==> config.mk <==
export PLATFORM = sky130hd
export DESIGN_NAME = gear_shift_ctrl
export DESIGN_NICKNAME = d
export VERILOG_FILES = /design/src/rtl/gear_shift_ctrl.sv
export SDC_FILE = /design/constraint.sdc
export NUM_CORES = 1
export LEC_CHECK = 0
export ABC_AREA = 1
export BUFFER_PORTS_ARGS = -buffer_cell sky130_fd_sc_hd__buf_2
export CORE_ASPECT_RATIO = 1.2
export CORE_MARGIN = 8
export CORE_UTILIZATION = 25
export DETAILED_ROUTE_END_ITERATION = 10
export PLACE_DENSITY = 0.44
export SLEW_MARGIN = 20
export SYNTH_ARGS = -nofsm -noshare
export SYNTH_HDL_FRONTEND = slang
export SYNTH_SLANG_ARGS = --single-unit
==> constraint.sdc <==
create_clock -name clk -period 4.81 [get_ports clk]
set_input_delay 0.481 -clock clk [delete_from_list [all_inputs] [get_ports clk]]
set_output_delay 0.481 -clock clk [all_outputs]
set_load 0.005 [all_outputs]
==> src/rtl/gear_shift_ctrl.sv <==
// gear_shift_ctrl: sequences manual/auto gear shifts through a timed clutch-open phase,
// refusing unsafe requests and holding one button request that arrives mid-shift.
module gear_shift_ctrl #(
  parameter int SHIFT_TICKS   = 3,
  parameter int UPSHIFT_RPM   = 6000,
  parameter int DOWNSHIFT_RPM = 1500
) (
  input  logic       clk,
  input  logic       rst,
  input  logic       tick_10hz,
  input  logic       shift_up,
  input  logic       shift_down,
  input  logic       auto_mode,
  input  logic [8:0] speed_kmh,
  input  logic [13:0] rpm,
  output logic [2:0] gear,
  output logic [2:0] gear_target,
  output logic       shifting,
  output logic       shift_denied
);
  typedef enum logic [1:0] {IDLE, CLUTCH, ENGAGE} state_t;
  localparam logic [13:0] UP_RPM = 14'(UPSHIFT_RPM);
  localparam logic [13:0] DN_RPM = 14'(DOWNSHIFT_RPM);
  localparam logic [3:0]  LAST   = 4'(SHIFT_TICKS - 1);
  state_t     state;
  logic [3:0] cnt;
  logic       pend_v, pend_up;
  logic       both, btn, auto_up, auto_req, req, up, ok, over;
  logic [2:0] nxt;
  function automatic logic [8:0] max_speed(input logic [2:0] g);
    case (g)
      3'd1:    return 9'd30;
      3'd2:    return 9'd70;
      3'd3:    return 9'd130;
      3'd4:    return 9'd200;
      3'd5:    return 9'd300;
      3'd6:    return 9'd400;
      default: return 9'd0;
    endcase
  endfunction
  always_comb begin
    both     = shift_up & shift_down;
    btn      = shift_up ^ shift_down;
    auto_up  = rpm >= UP_RPM && gear < 3'd6;
    auto_req = auto_mode && tick_10hz && gear != 3'd0 && (auto_up || (rpm <= DN_RPM && gear > 3'd1));
    req      = pend_v || btn || (auto_req && !both);
    up       = pend_v ? pend_up : btn ? shift_up : auto_up;
    nxt      = up ? gear + 3'd1 : gear - 3'd1;
    ok       = up ? (gear != 3'd6 && !(gear == 3'd0 && speed_kmh > 9'd30))
                  : (gear > 3'd1 && speed_kmh <= max_speed(gear - 3'd1));
    over     = speed_kmh > max_speed(gear_target);
  end
  always_ff @(posedge clk or posedge rst) begin
    if (rst) begin
      state        <= IDLE;
      cnt          <= '0;
      pend_v       <= 1'b0;
      pend_up      <= 1'b0;
      gear         <= '0;
      gear_target  <= '0;
      shifting     <= 1'b0;
      shift_denied <= 1'b0;
    end else begin
      shift_denied <= 1'b0;
      case (state)
        IDLE: begin
          if (req && ok) begin
            gear_target <= nxt;
            gear        <= '0;
            shifting    <= 1'b1;
            cnt         <= '0;
            state       <= CLUTCH;
          end
          if ((req && !ok) || both) shift_denied <= 1'b1;
          // the slot is consumed now, so a button in this same clk can refill it
          if (pend_v) begin
            pend_v  <= btn;
            pend_up <= shift_up;
          end
        end
        CLUTCH: if (tick_10hz) begin
          cnt <= cnt + 4'd1;
          if (cnt == LAST) state <= ENGAGE;
        end
        ENGAGE: begin
          if (over) begin
            gear_target  <= '0;
            shift_denied <= 1'b1;
          end else gear <= gear_target;
          shifting <= 1'b0;
          state    <= IDLE;
        end
        default: state <= IDLE;
      endcase
      if (state != IDLE) begin
        if (both || (btn && pend_v)) shift_denied <= 1'b1;
        else if (btn) begin
          pend_v  <= 1'b1;
          pend_up <= shift_up;
        end
      end
    end
  end
endmodule

Word-level counts from Yosys, hierarchy flattened
Index checks and enable logic that the tools add are counted.
- bits in registers: 16
- bits of input ports: 29
- output and inout port bits: 8
- word-level logic and storage cells: 108
- $add $sub $neg: 3
- $lt $le $gt $ge: 7
- equal/unequal tests: 21
- muxes and demuxes: 36
- bitwise gates (word level): 2
- reductions and logical operators: 31
- operators by type and width (operator ; count):
    $pmux W9 S6 ; 2
    $eq A3 B3 Y1 const B ; 6
    $mux W1 ; 18
    $mux W3 ; 5
    $ge A14 B13 Y1 const B ; 1
    $le A14 B11 Y1 const B ; 1
    $eq A3 B2 Y1 const B ; 4
    $logic_and A1 B1 Y1 ; 12
    $pmux W3 S2 ; 2
    $reduce_and A3 Y1 ; 4
    $ne A2 B2 Y1 const B ; 5
    $gt A9 B5 Y1 const B ; 1
    $gt A9 B9 Y1 ; 1
    $le A9 B9 Y1 ; 1
    $mux W4 ; 2
    $pmux W4 S2 ; 1
    $eq A3 B1 Y1 const B ; 2
    $mux W2 ; 3
    $reduce_bool A2 Y1 ; 3
    $logic_or A1 B1 Y1 ; 5
    $add A4 B1 Y4 const B ; 1
    $eq A4 B2 Y1 const B ; 1
    $pmux W1 S2 ; 2
    $pmux W2 S2 ; 1
    14 further kinds ; 16

Longest topological paths before layout
- depth in word-level cells: 13
- gate-level depth with buffers: 23
- depth with buffers taken out: 23

Least setup slack after synthesis
OpenSTA, ideal clock, no wires.
- path type: reg2reg
- from: register gear[0]
- to: register gear[0]
- library setup time: 0.117 ns
- arrival time: 2.757 ns
- data required time: 4.693 ns
- path slack: 1.936 ns
- cell stages (with the launch flop): 24
- path buffers: 0
- clock period less this slack: 2.874 ns
- cell sequence: dfrtp_1 inv_1 ha_1 or2_2 nand2_1 inv_1 nor2_1 o21bai_1 inv_1 ha_1 nand2_1 inv_1 o21ai_0 nand2_1 nand2_1 nand2_1 a21oi_1 nand2_4 nand2_2 nand2_4 nand2_2 nand2_2 nand2_1 nand2_1
- longest elaborated chain between the ends: 9
- elaborated cells between the ends (all ways): 31
- those cells by class: add/sub (1); order compare (3); eq/ne (8); mux (4); reduce/logical (15)
- RTL lines (what ; line ; text):
    start, declared ; 16 ; output logic [2:0] gear,
    start signal, assigned ; 89 ; end else gear <= gear_target;
    $sub A3 B1 Y3 (tied with other cells) ; 50 ; : (gear > 3'd1 && speed_kmh <= max_speed(gear - 3'd1));
    $eq A3 B3 Y1 (tied with other cells) ; 31 ; case (g)
    $pmux W9 S6 or $logic_or A1 B1 Y1 (tied branches) ; 31, 45 ;
    $le A9 B9 Y1 or $logic_and A1 B1 Y1 (tied branches) ; 50, 45 ;
    $logic_and A1 B1 Y1, on equally long branches ; 50, 46 ;
    $mux W1 or $logic_or A1 B1 Y1 (tied branches) ; 49, 46 ;
    $logic_and A1 B1 Y1 * ; 67 ; if (req && ok) begin
    $ne A2 B2 Y1 (no source line) * ; - ;
    $reduce_and A3 Y1 (no source line) * ; - ;
Mark *: on every way between the ends. The rest lies on a longest branch, timed or not.
A chain may end at the register's enable or synchronous reset.

Worst setup path in the final report
Ends and elaborated chain as after synthesis.

==> run summary <==
The run finished with clean final reports. Headroom to the max-slew limit came out at 59.2%. In this run the tool buffered the top-level ports with 36 buffer cells. The most numerous cell type found on the critical path is sky130_fd_sc_hd__nand2_1. The via count of the first global-routing pass was 1675; the I/O pin count was 37. The setup total negative slack is 0 ns.

Met1 routed wirelength after detailed routing: 2190 µm. The number of synthesized register bits was 16. The logs give 0.000495 W for the internal power contribution and 6770 µm² for the area of the core.

The area occupied by multi-input gates is 1170 µm². The placer's final routability congestion estimate is 0.749. Dividing total power by cell area gives a power density of 464 nW/µm². The initial detailed-routing violation count is 63. TritonCTS built the clock tree.

The largest fanout of any net on the critical path came out at 10. For the post-synthesis cell count, the log shows 259. The number of buffers and inverters on the critical path is 4. For the total number of placement rows, the log shows 33. Relative to the synthesized area, the layout overhead comes to 19.7%. The wire-length estimate of the detail-placed layout is 3640 µm. The number of nets handed over by synthesis was 313.

Maximum level of the CTS H-tree: 1. The share of synthesized area in the top cell type comes to 23.2%. The number of gates resized after CTS was 0. The total clock buffers created by CTS is 3, and the met3 wire length is 150 µm. For this run, the top clock speed supported by timing is 313 MHz.

Wire segments on met2 add up to 1920 µm in the final route. For the sequential fraction of design power, the log shows 26.7%. Data required time at the worst endpoint: 4.95 ns. The final layout contains 353 nets. The synthesized design spends more area on one cell type than any other, namely sky130_fd_sc_hd__dfrtp_1. The clock-pin slew reported for the worst setup and hold paths after clock tree synthesis is 0.06 ns, and the sequential element share of the synthesized area is 23.2%.

The worst setup path is captured at a register. The vias per cell is 4.32, and the number of flops mapped to enable cells by yosys is 0. Across the VDD grid, the largest voltage drop is 0.268 mV.

In this run, the combinational gates consume 61.0% of the power. Walking the worst path, the cells encountered are inv_1, ha_1, or2_2, nand2_1, inv_1, nor2_1, o21bai_1, inv_1, ha_1, nand2_1, inv_1, o21ai_0, nand2_1, nand2_1, nand2_1, a21oi_1, nand2_4, nand2_2, nand2_4, nand2_2, nand2_2, nand2_1, nand2_1. The mapped netlist covers 1720 µm². The number of max-slew violations in the final report came out at 0. Setup repair after global routing left no endpoint under its margin.

Remaining number of nets flagged by the antenna check after routing: 0. The clock passes through at most 2 buffers. The tools report the die area as 9820 µm². The number of vias in the routed layout is 1664.

Yosys printed 0 warnings. The first-pass GRT wire length was 7550 µm; the number of setup buffers added after CTS was 0. Cells with a size suffix above 1 make up 18.8% of the layout.

Global route total overflow: 0. Among all cell types in the netlist, the one instantiated most often is sky130_fd_sc_hd__nand2_1. The count of antenna diodes in the layout is 0.

The height of the chip works out to 107 µm. The most used flip-flop cell after synthesis is sky130_fd_sc_hd__dfrtp_1. For the maximum number of pins on one net before global-route repair, the log shows 17. The all-layer global routing usage is 9.22%.

The worst hold path belongs to the class input pin to async pin. The chip width was 91.8 µm. The routed design could run at a clock period as short as 3.19 ns. The number of library cell types mapped by synthesis is 31. The tree is rooted in a sky130_fd_sc_hd__clkbuf_8. For this run, the slowest stage of the critical path takes 0.49 ns. The post-cts hold buffer count was 0; the reg-to-reg setup timing slack was 1.62 ns. The sequential cells in the finished layout cover a total of 400 µm². The first TritonRoute pass finished after 4 iterations. By count the netlist is led by sky130_fd_sc_hd__nand2_1 (68), sky130_fd_sc_hd__inv_1 (38), sky130_fd_sc_hd__nor2_1 (30). The tools report the worst clock skew on the final layout as 0.00155 ns. Cell with the biggest individual delay on the critical path: sky130_fd_sc_hd__dfrtp_1. The startpoint type of the worst setup path is a register. Routed signal wires occupy layers up through met4.

The final count of hold timing violations came out at 0. The tree built by TritonCTS fans out to 16 sinks. By area the synthesized netlist is led by sky130_fd_sc_hd__dfrtp_1 (23%), sky130_fd_sc_hd__ha_1 (18%), sky130_fd_sc_hd__nand2_1 (15%).

Net switching is 48.3% of the power. Fill cells in the final layout number 790. The dominant delay contributor by cell family on the critical path is simple AND/OR/NAND/NOR gates. For the final number of setup-violating endpoints, the log shows 0. For this design the static power due to leakage is 1.12 nW. For this design the total switching power over the nets is 0.000463 W. For the number of antenna violations at the first check in global routing, the log shows 0.

The tools report the clock share of power as 12.3%. The average cell area after synthesis is 6.66 µm². The tools report the total routed wirelength as 4290 µm.

Slew at the pin closest to its max-slew limit: 0.611 ns. After layout, the worst path uses 66.4% of the clock period. Dividing the detail-routed wire length by the instance count gives 11.1 µm.

Of all flip-flops after synthesis, the portion carrying an async set or reset was 100%. The tools report the starting density of the core as 25.5%. Hold slack: 0.296 ns.

The setup path with the least slack is of type register to register. Max-cap violations in this run came to 0. At the worst endpoint, the arrival time is 3.33 ns. After detailed routing, the number of remaining DRC violations is 0. The clock latency of the later-clocked register in the worst-skew pair is 0.25 ns.
## stage by stage
step / cell area [µm²] / power, W / cells / utilization (%) / setup slack, ns
floorplan: 1720 / 0.000689 / 259 / - / 1.94
global placement: 2010 / 0.000857 / 381 / 29.7 / 1.71
detailed placement: 2010 / 0.000852 / 381 / 29.7 / 1.61
CTS: 2060 / 0.000978 / 385 / 30.5 / 1.58
global route: 2060 / 0.00109 / 385 / 30.5 / 1.15
finish: 2060 / 0.000958 / 385 / 30.5 / 1.62
## power by group through the flow
stage / clock network, W / registers (W) / logic, W
final: 0.000118 / 0.000256 / 0.000585
after global routing: 0.000128 / 0.000268 / 0.000696
after CTS: 0.000123 / 0.000257 / 0.000598
after detailed placement: 0 / 0.000258 / 0.000594
after global placement: 0 / 0.000259 / 0.000598
after floorplan: 0 / 0.000237 / 0.000452
## worst paths after layout
check / start / end / cells past startpoint
setup / recovery: gear[0]$_DFFE_PP0P_ / gear[0]$_DFFE_PP0P_ / 23
hold / removal: rst / cnt[1]$_DFFE_PP0P_ / 2
setup reg to reg: gear[0]$_DFFE_PP0P_ / gear[0]$_DFFE_PP0P_ / 23
hold reg to reg: shifting$_DFFE_PP0P_ / shifting$_DFFE_PP0P_ / 2
max in group asynchronous: rst / gear[2]$_DFFE_PP0P_ / 2
min in group clk: shifting$_DFFE_PP0P_ / shifting$_DFFE_PP0P_ / 2
## registers in the layout, indices dropped and copies added (netlist names)
signal and cells:
pend_v 1, gear_target 3, gear 3, cnt 4, state 2, shifting 1, pend_up 1, shift_denied 1
## final cells by class
type | count | share of cell area (%)
Clock buffer | 4 | 2.67
Inverter | 41 | 7.45
Multi-Input combinational cell | 201 | 56.5
Sequential cell | 16 | 19.4
Tap cell | 87 | 5.27
Timing Repair Buffer | 36 | 8.73
## layout by cell type (no fill, tap or decap), drive strengths merged, types with 3 or more instances in the layout
cell type,netlist,layout
nand2,76,76
inv,41,41
buf,0,36
nor2,30,30
ha,25,25
nand3,18,18
dfrtp,16,16
a21oi,16,16
o21ai,10,10
clkbuf,1,4
o21bai,3,3
nand4,3,3
## metal layers
| metal | up-vias | track usage, % |
|---|---|---|
| li1 | 914 | - |
| met1 | 715 | 11.9 |
| met2 | 31 | 15.2 |
| met3 | 4 | 1.68 |
| met4 | 0 | 2.77 |
| met5 | - | 0 |
## logic make-up after synthesis
kind of cell | count (synthesis) | share of synthesized area [%]
flip-flops | 16 | 23.2
XOR/XNOR | 4 | 2.03
AO/OA/AOI/OAI | 39 | 13.4
adder cells (fa/ha/maj) | 25 | 18.1
AND/OR/NAND/NOR | 133 | 34.1
buffers and inverters | 42 | 9.14
No activity file was read; power rests on OpenSTA's default activity.
